File: config.mk
export PLATFORM = sky130hd
export DESIGN_NAME = fifo_write_arbiter
export DESIGN_NICKNAME = d
export VERILOG_FILES = /design/src/rtl/fifo_write_arbiter.sv
export SDC_FILE = /design/constraint.sdc
export NUM_CORES = 1
export LEC_CHECK = 0
export CAP_MARGIN = 25
export CORE_MARGIN = 1.5
export CORE_UTILIZATION = 29
export DETAILED_ROUTE_END_ITERATION = 10
export PLACE_DENSITY = 0.82
export SETUP_SLACK_MARGIN = 0.15
export SKIP_LAST_GASP = 1
export SLEW_MARGIN = 20
export SYNTH_ARGS = -nofsm -noshare
export SYNTH_HDL_FRONTEND = slang
export SYNTH_SLANG_ARGS = --single-unit
File: constraint.sdc
create_clock -name clk -period 2 [get_ports clk]
set_input_delay 0.4 -clock clk [delete_from_list [all_inputs] [get_ports clk]]
set_output_delay 0.4 -clock clk [all_outputs]
set_load 0.005 [all_outputs]
File: src/rtl/fifo_write_arbiter.sv
//------------------------------------------------------------------------------
// Module  : fifo_write_arbiter
// Brief   : Round-robin write arbiter sharing one FIFO write port between
//           NUM_REQ producers, with a bounded burst length per grant and
//           backpressure from the FIFO full flag.
// Revision: 1.0 - initial release
//------------------------------------------------------------------------------
`default_nettype none

module fifo_write_arbiter #(
    parameter int FIFO_width = 32,
    parameter int NUM_REQ    = 4,
    parameter int MAX_BURST  = 4,
    localparam int GRANT_W   = (NUM_REQ > 1) ? $clog2(NUM_REQ) : 1
) (
    input  logic                          clk,
    input  logic                          reset,
    input  logic                          enable,
    input  logic [NUM_REQ-1:0]            req,
    input  logic [NUM_REQ*FIFO_width-1:0] reqData,
    output logic [NUM_REQ-1:0]            ack,
    input  logic                          fifoFull,
    output logic                          fifoWriteEnable,
    output logic [FIFO_width-1:0]         fifoDataIn,
    output logic [GRANT_W-1:0]            grantId,
    output logic                          busy
);

    localparam int CNT_W = $clog2(MAX_BURST + 1);
    // Count value held while the final word of a full-length burst is offered
    localparam logic [CNT_W-1:0] LAST_CNT = CNT_W'(MAX_BURST - 1);

    typedef enum logic [0:0] {
        IDLE  = 1'b0,
        BURST = 1'b1
    } state_t;

    state_t               state;
    logic [GRANT_W-1:0]   last_grant;
    logic [CNT_W-1:0]     burst_cnt;

    logic                 found;
    logic [GRANT_W-1:0]   winner;
    logic [GRANT_W-1:0]   idx;
    logic                 xfer;
    logic                 burst_done;
    logic [FIFO_width-1:0] words [NUM_REQ];

    // Split the flat producer bus into per-producer words
    for (genvar g = 0; g < NUM_REQ; g++) begin : g_unpack
        assign words[g] = reqData[g*FIFO_width +: FIFO_width];
    end

    // Round-robin search: first requester strictly after last_grant, wrapping,
    // so the producer that just finished is considered last.
    always_comb begin
        found  = 1'b0;
        winner = '0;
        idx    = '0;
        for (int k = 1; k <= NUM_REQ; k++) begin
            idx = GRANT_W'((int'(last_grant) + k) % NUM_REQ);
            if (!found && req[idx]) begin
                found  = 1'b1;
                winner = idx;
            end
        end
    end

    // A word moves only in BURST, while enabled, requested and not blocked;
    // reset gates it so the write strobe drops the instant reset asserts.
    assign xfer       = reset && enable && (state == BURST) && req[grantId] && !fifoFull;
    assign burst_done = (xfer && (burst_cnt == LAST_CNT)) || !req[grantId];

    assign fifoWriteEnable = xfer;
    assign ack             = xfer ? (NUM_REQ'(1) << grantId) : '0;
    assign fifoDataIn      = (reset && (state == BURST)) ? words[grantId] : '0;
    assign busy            = (state == BURST);

    // Arbitration / burst FSM; everything freezes while enable is low
    always_ff @(posedge clk or negedge reset) begin
        if (!reset) begin
            state      <= IDLE;
            grantId    <= '0;
            last_grant <= GRANT_W'(NUM_REQ - 1);
            burst_cnt  <= '0;
        end else if (enable) begin
            case (state)
                IDLE: begin
                    if (found) begin
                        grantId   <= winner;
                        burst_cnt <= '0;
                        state     <= BURST;
                    end
                end
                BURST: begin
                    if (xfer) begin
                        burst_cnt <= burst_cnt + 1'b1;
                    end
                    if (burst_done) begin
                        last_grant <= grantId;
                        state      <= IDLE;
                    end
                end
                default: begin
                    state <= IDLE;
                end
            endcase
        end
    end

endmodule

`default_nettype wire

== After elaboration in Yosys (flattened, before gate mapping) ==
Cells that the tools add are included.

* Magnitude comparators: 6
* Mux-type cells: 29
* Bitwise gates (word level): 2
* Shifts and indexed selects: 1
* Equal/unequal tests: 3
* Reductions and logical operators: 18
* Add/sub/neg operators: 5

{| class="wikitable"
|+ Operators by type and width
! cell !! count
|-
| 32-bit 2-to-1 mux || 3
|-
| 32-bit binary-select mux with 2-bit select || 1
|-
| 2-bit by 3-bit < comparator with 1-bit output, second input constant || 5
|-
| 1-bit 2-to-1 mux || 11
|-
| 1-bit binary-select mux with 2-bit select || 5
|-
| 1-bit logical AND || 9
|-
| 3-bit AND reduction || 3
|-
| 2-bit 2-to-1 mux || 4
|-
| 3-bit 2-to-1 mux || 2
|-
| 3-bit case mux with 2 select lines || 1
|-
| 1-bit zero test || 5
|-
| 2-bit by 1-bit adder with 2-bit output, second input constant || 2
|-
| 2-bit adder, second input constant || 2
|-
| 4-bit 2-to-1 mux || 1
|-
| 1-bit by 2-bit left shift with 4-bit output, first input constant || 1
|-
| 3-bit by 1-bit adder with 3-bit output, second input constant || 1
|-
| 3-bit by 2-bit == test with 1-bit output, second input constant || 1
|-
| 3-bit greater-or-equal comparator, second input constant || 1
|-
| 2-bit inverter with 3-bit output || 1
|-
| 2-bit by 1-bit inequality test with 1-bit output, second input constant || 1
|-
| 2-bit inequality test, second input constant || 1
|-
| 1-bit case mux with 2 select lines || 1
|-
| 1-bit logical OR || 1
|-
| 1-bit inverter || 1
|}

* Output and inout port bits: 40
* Logic and storage cells: 68
* Input port bits: 136
* Register bits: 8

== Logic depth before layout (Yosys ltp) ==
* Word-level depth: 15
* Gate-level depth with buffers: 5
* Mapped depth without buffers: 5

== Worst setup path before layout ==
Ideal clock, no wire load.

* Kind: flip-flop to output port
* Start: reg grantId[0]
* End: out fifoDataIn[0]
* Arrival time: 1,320 ps
* Stages on the path, launching flop included: 5
* Path buffers: 2
* Setup slack: 280 ps
* Data required time: 1,600 ps
* Path through: dfrtp_1 -> buf_6 -> buf_12 -> mux4_2 -> and3_1

* Word-level cells in the longest chain between the ends: 5

{| class="wikitable"
|+ Ends and longest elaborated chain
! what !! RTL line !! text
|-
| start: declaration || 25 || <nowiki>output logic [GRANT_W-1:0] grantId,</nowiki>
|-
| start signal: assignment || 90 || <nowiki>grantId <= winner;</nowiki>
|-
| 2-bit inverter with 3-bit output (not written as such) || 76 || <nowiki>assign fifoDataIn = (reset && (state == BURST)) ? words[grantId] : '0;</nowiki>
|-
| 32-bit binary-select mux with 2-bit select || 76 ||
|-
| 32-bit 2-to-1 mux (not written as such) (2 in a row) || 76 ||
|-
| 32-bit 2-to-1 mux || 76 ||
|-
| end: declaration || 24 || <nowiki>output logic [FIFO_width-1:0] fifoDataIn,</nowiki>
|}

No other way between the ends. The select of a mux whose other input is x is not followed.

== Worst setup path in the final report ==
* Start: reg grantId[0]
* End: out fifoDataIn[1]

The elaborated chain is that of the path after synthesis.

==> qor.txt <==
status - finished, violations left
violated checks - negative setup slack
Post-synth EDFFs - 0
Tot GR Track Use - 24.1%
RSZ-0062 raised after global routing - yes
Pwr Density - 956 nW/um^2
drt total wl - 7890 um
Worst Hold Class - in -> async
Die Ht - 78.9 um
port bufs - 175
Clock Skews - 0.00479 ns
CTS H-Tree Depth - 1
Worst Path Buf+Inv - 4
final hold violation count - 0
Critical path destination - fifoDataIn[1]
CP max FO - 6
clk_lat worst skew - 0.23 ns
share of cells above drive strength 1 - 44.2%
Worst EP arrival - 1.79 ns
Longest Clk Path Bufs - 2
vias in the first global route - 2208
slew margin rel. - 71.4%
syn avg cell area - 11.8 um^2
synthesized flop and latch total - 8
die area - 6220 um^2
Final Core Density - 71.7%
Synth Instances - 142
top cell type's share of synthesized area - 41.8%
wire per inst - 19.0 um
initial antenna violation count - 0
antenna diode count - 0
vias per cell - 5.18
VDD IR max - 945 uV
worst endpoint required time - 1.60 ns
CP delay by family, top - multiplexers
total CTS buffers - 3
residual DRC count - 0
Area growth, synth to finish - 138%
grt ovf - 0
post-route design area - 3970 um^2
Cell Chain, Critical Path - buf_6 > buf_6 > buf_12 > mux4_2 > and3_1 > buf_2
Routed Antenna Nets - 0
Die Width - 78.9 um
register area share after synthesis - 12.1%
slowest CP cell - mux4_2
setup tns final - -3.90 ns
crit path launch type - flop
Sink Count - 8
r2r worst-path depth - 8
CP dominant cell by count - buf_6
critical path class - reg -> out
# nets final - 483
Routability Congestion - 0.751
Starting Density - 30.1%
core footprint - 5540 um^2
crit end category - primary output
Mapped Nets - 280
Worst-Margin Slew - 0.429 ns
DP Area - 3560 um^2
stages on the worst setup path - 6
synthesized cell area - 1670 um^2
ys async rst share - 100%
FF-to-FF Start - grantId[0]$_DFFE_PN0P_
final worst slack - -0.186 ns
vias after detailed routing - 2153
Clk pin slew, worst setup/hold paths - 0.05 ns
LEAKAGE - 1.71 nW
Main synth FF type - dfrtp_1
TritonCTS clock tree - done
largest stage delay on the critical path - 0.50 ns
Reg2Reg Capture Point - last_grant[0]$_DFFE_PN1P_
max_cap viols - 0
drt first pass iters - 4
crit path time final - 2.19 ns
max-slew violations - 0
largest net degree at the start of global routing - 41
clock root cell - clkbuf_8
global-route wire length before repair - 11500 um
leading area contributor after synthesis - mux4_2
FP Rows - 27
final setup violation count - 33
Crit. Startpoint - grantId[0]$_DFFE_PN0P_
detailed placement HPWL - 6000 um
fmax - 457 MHz
synth top area cells - mux4_2 (42%), and3_1 (12%), dfrtp_1 (9.0%)
synth warn - 0
Final Hold Slack - 0.365 ns
fill cell count - 422
period utilization - 109%
Cell variety after synth - 39
R2R setup slack - 0.06 ns
drt initial violations - 60
# IOs - 176
==> placed cells by master, fill, tap and decap left out, types with 2 or more instances in the layout <==
| master | count |
|---|---|
| nand2_1 | 7 |
| a21oi_1 | 3 |
| nor2_1 | 2 |
| mux2i_1 | 5 |
| inv_1 | 4 |
| buf_12 | 4 |
| mux4_2 | 32 |
| mux2_4 | 2 |
| buf_2 | 14 |
| dlymetal6s2s_1 | 2 |
| clkdlybuf4s50_1 | 132 |
| nor2b_1 | 2 |
| and3_1 | 9 |
| and3_4 | 23 |
| buf_8 | 3 |
| ha_1 | 2 |
| buf_4 | 20 |
| dlygate4sd2_1 | 4 |
| dfstp_2 | 2 |
| buf_6 | 36 |
| clkbuf_8 | 3 |
| dfrtp_1 | 5 |
| nand2b_1 | 2 |
==> power by group <==
part	internal, mW	total, mW	switching, mW
clock	0.139	0.208	0.0693
combinational	2.16	3.25	1.09
sequential	0.249	0.344	0.0947
total	2.54	3.80	1.25
==> cells in the mapped netlist, types with 2 or more instances <==
master and count:
and3_1 32, a21oi_1 3, mux2i_1 5, nor2b_1 2, buf_4 3, mux2_4 2
nand2_1 9, buf_2 2, clkbuf_1 8, ha_1 2, nor2_1 2, nand2b_1 2
dfstp_2 2, inv_1 5, buf_12 3, dfrtp_1 6, mux4_2 31, nor3b_1 2
==> worst min path at each step <==
stage          cells past startpoint  slack, ns                startpoint                  endpoint
3_5_place_dp                       1       0.48  burst_cnt[0]$_DFFE_PN0P_  burst_cnt[0]$_DFFE_PN0P_
3_3_place_gp                       1       0.47  burst_cnt[0]$_DFFE_PN0P_  burst_cnt[0]$_DFFE_PN0P_
2_1_floorplan                      0       0.10                     reset  burst_cnt[0]$_DFFE_PN0P_
6_report                           2       0.37                     reset  burst_cnt[1]$_DFFE_PN0P_
4_1_cts                            2       0.35                     reset  burst_cnt[0]$_DFFE_PN0P_
5_1_grt                            2       0.43                     reset    grantId[1]$_DFFE_PN0P_
==> flip-flops by register name, indices dropped and copies added (netlist names) <==
register and count:
last_grant 2, grantId 2, burst_cnt 3, busy 1
==> cell families (layout without fill, tap and decap cells) <==
kind of cell / count (synthesis) / after routing / share of synthesized area (%)
AND/OR/NAND/NOR: 57 / 57 / 21.4
adder cells (fa/ha/maj): 2 / 2 / 1.50
buffers and inverters: 23 / 225 / 10.0
AO/OA/AOI/OAI: 11 / 11 / 5.55
flip-flops: 8 / 8 / 12.1
XOR/XNOR: 1 / 1 / 0.525
multiplexers: 40 / 40 / 48.9
==> layout make-up <==
class	count	area [um^2]	share of cell area [%]
clock buffers	4	45.0	1.13
inverters	5	18.8	0.472
multi-input cells	111	1460	36.6
flip-flops and latches	8	204	5.13
well taps	72	90.1	2.27
repair buffers	216	2160	54.4
==> worst reg2reg max path, stage by stage, from the launching register on <==
cell and delay, ns:
dfrtp_2 0.44, buf_6 0.14, buf_12 0.13, buf_6 0.11, buf_12 0.13, buf_6 0.12
buf_4 0.12, o311a_4 0.39, mux2_4 0.30
==> layer usage <==
| layer | GRT usage [%] | share of wire [%] | wire (um) |
|---|---|---|---|
| met5 | 0 | 0 | 0 |
| met4 | 4.39 | 1.6 | 128 |
| met3 | 4.94 | 7.6 | 597 |
| met2 | 47.8 | 55 | 4370 |
| met1 | 26.3 | 35 | 2800 |
==> stage by stage <==
| stage | total power, mW | setup WS, ns | instances |
|---|---|---|---|
| after floorplan | 1.91 | 0.280 | 142 |
| after global routing | 4.03 | -0.229 | 416 |
| after global placement | 2.83 | -0.382 | 394 |
| after detailed placement | 2.88 | -0.397 | 394 |
| after CTS | 3.58 | -0.187 | 412 |
| final | 3.80 | -0.186 | 416 |
==> what timing repair did <==
action,CTS,global route
gates cloned,1,0
hold buffers,0,0
endpoints found under the setup margin,38,42
setup buffers,13,4
gates resized for setup,207,25
pin swaps,4,2
Power figures use the tool's default switching activity.
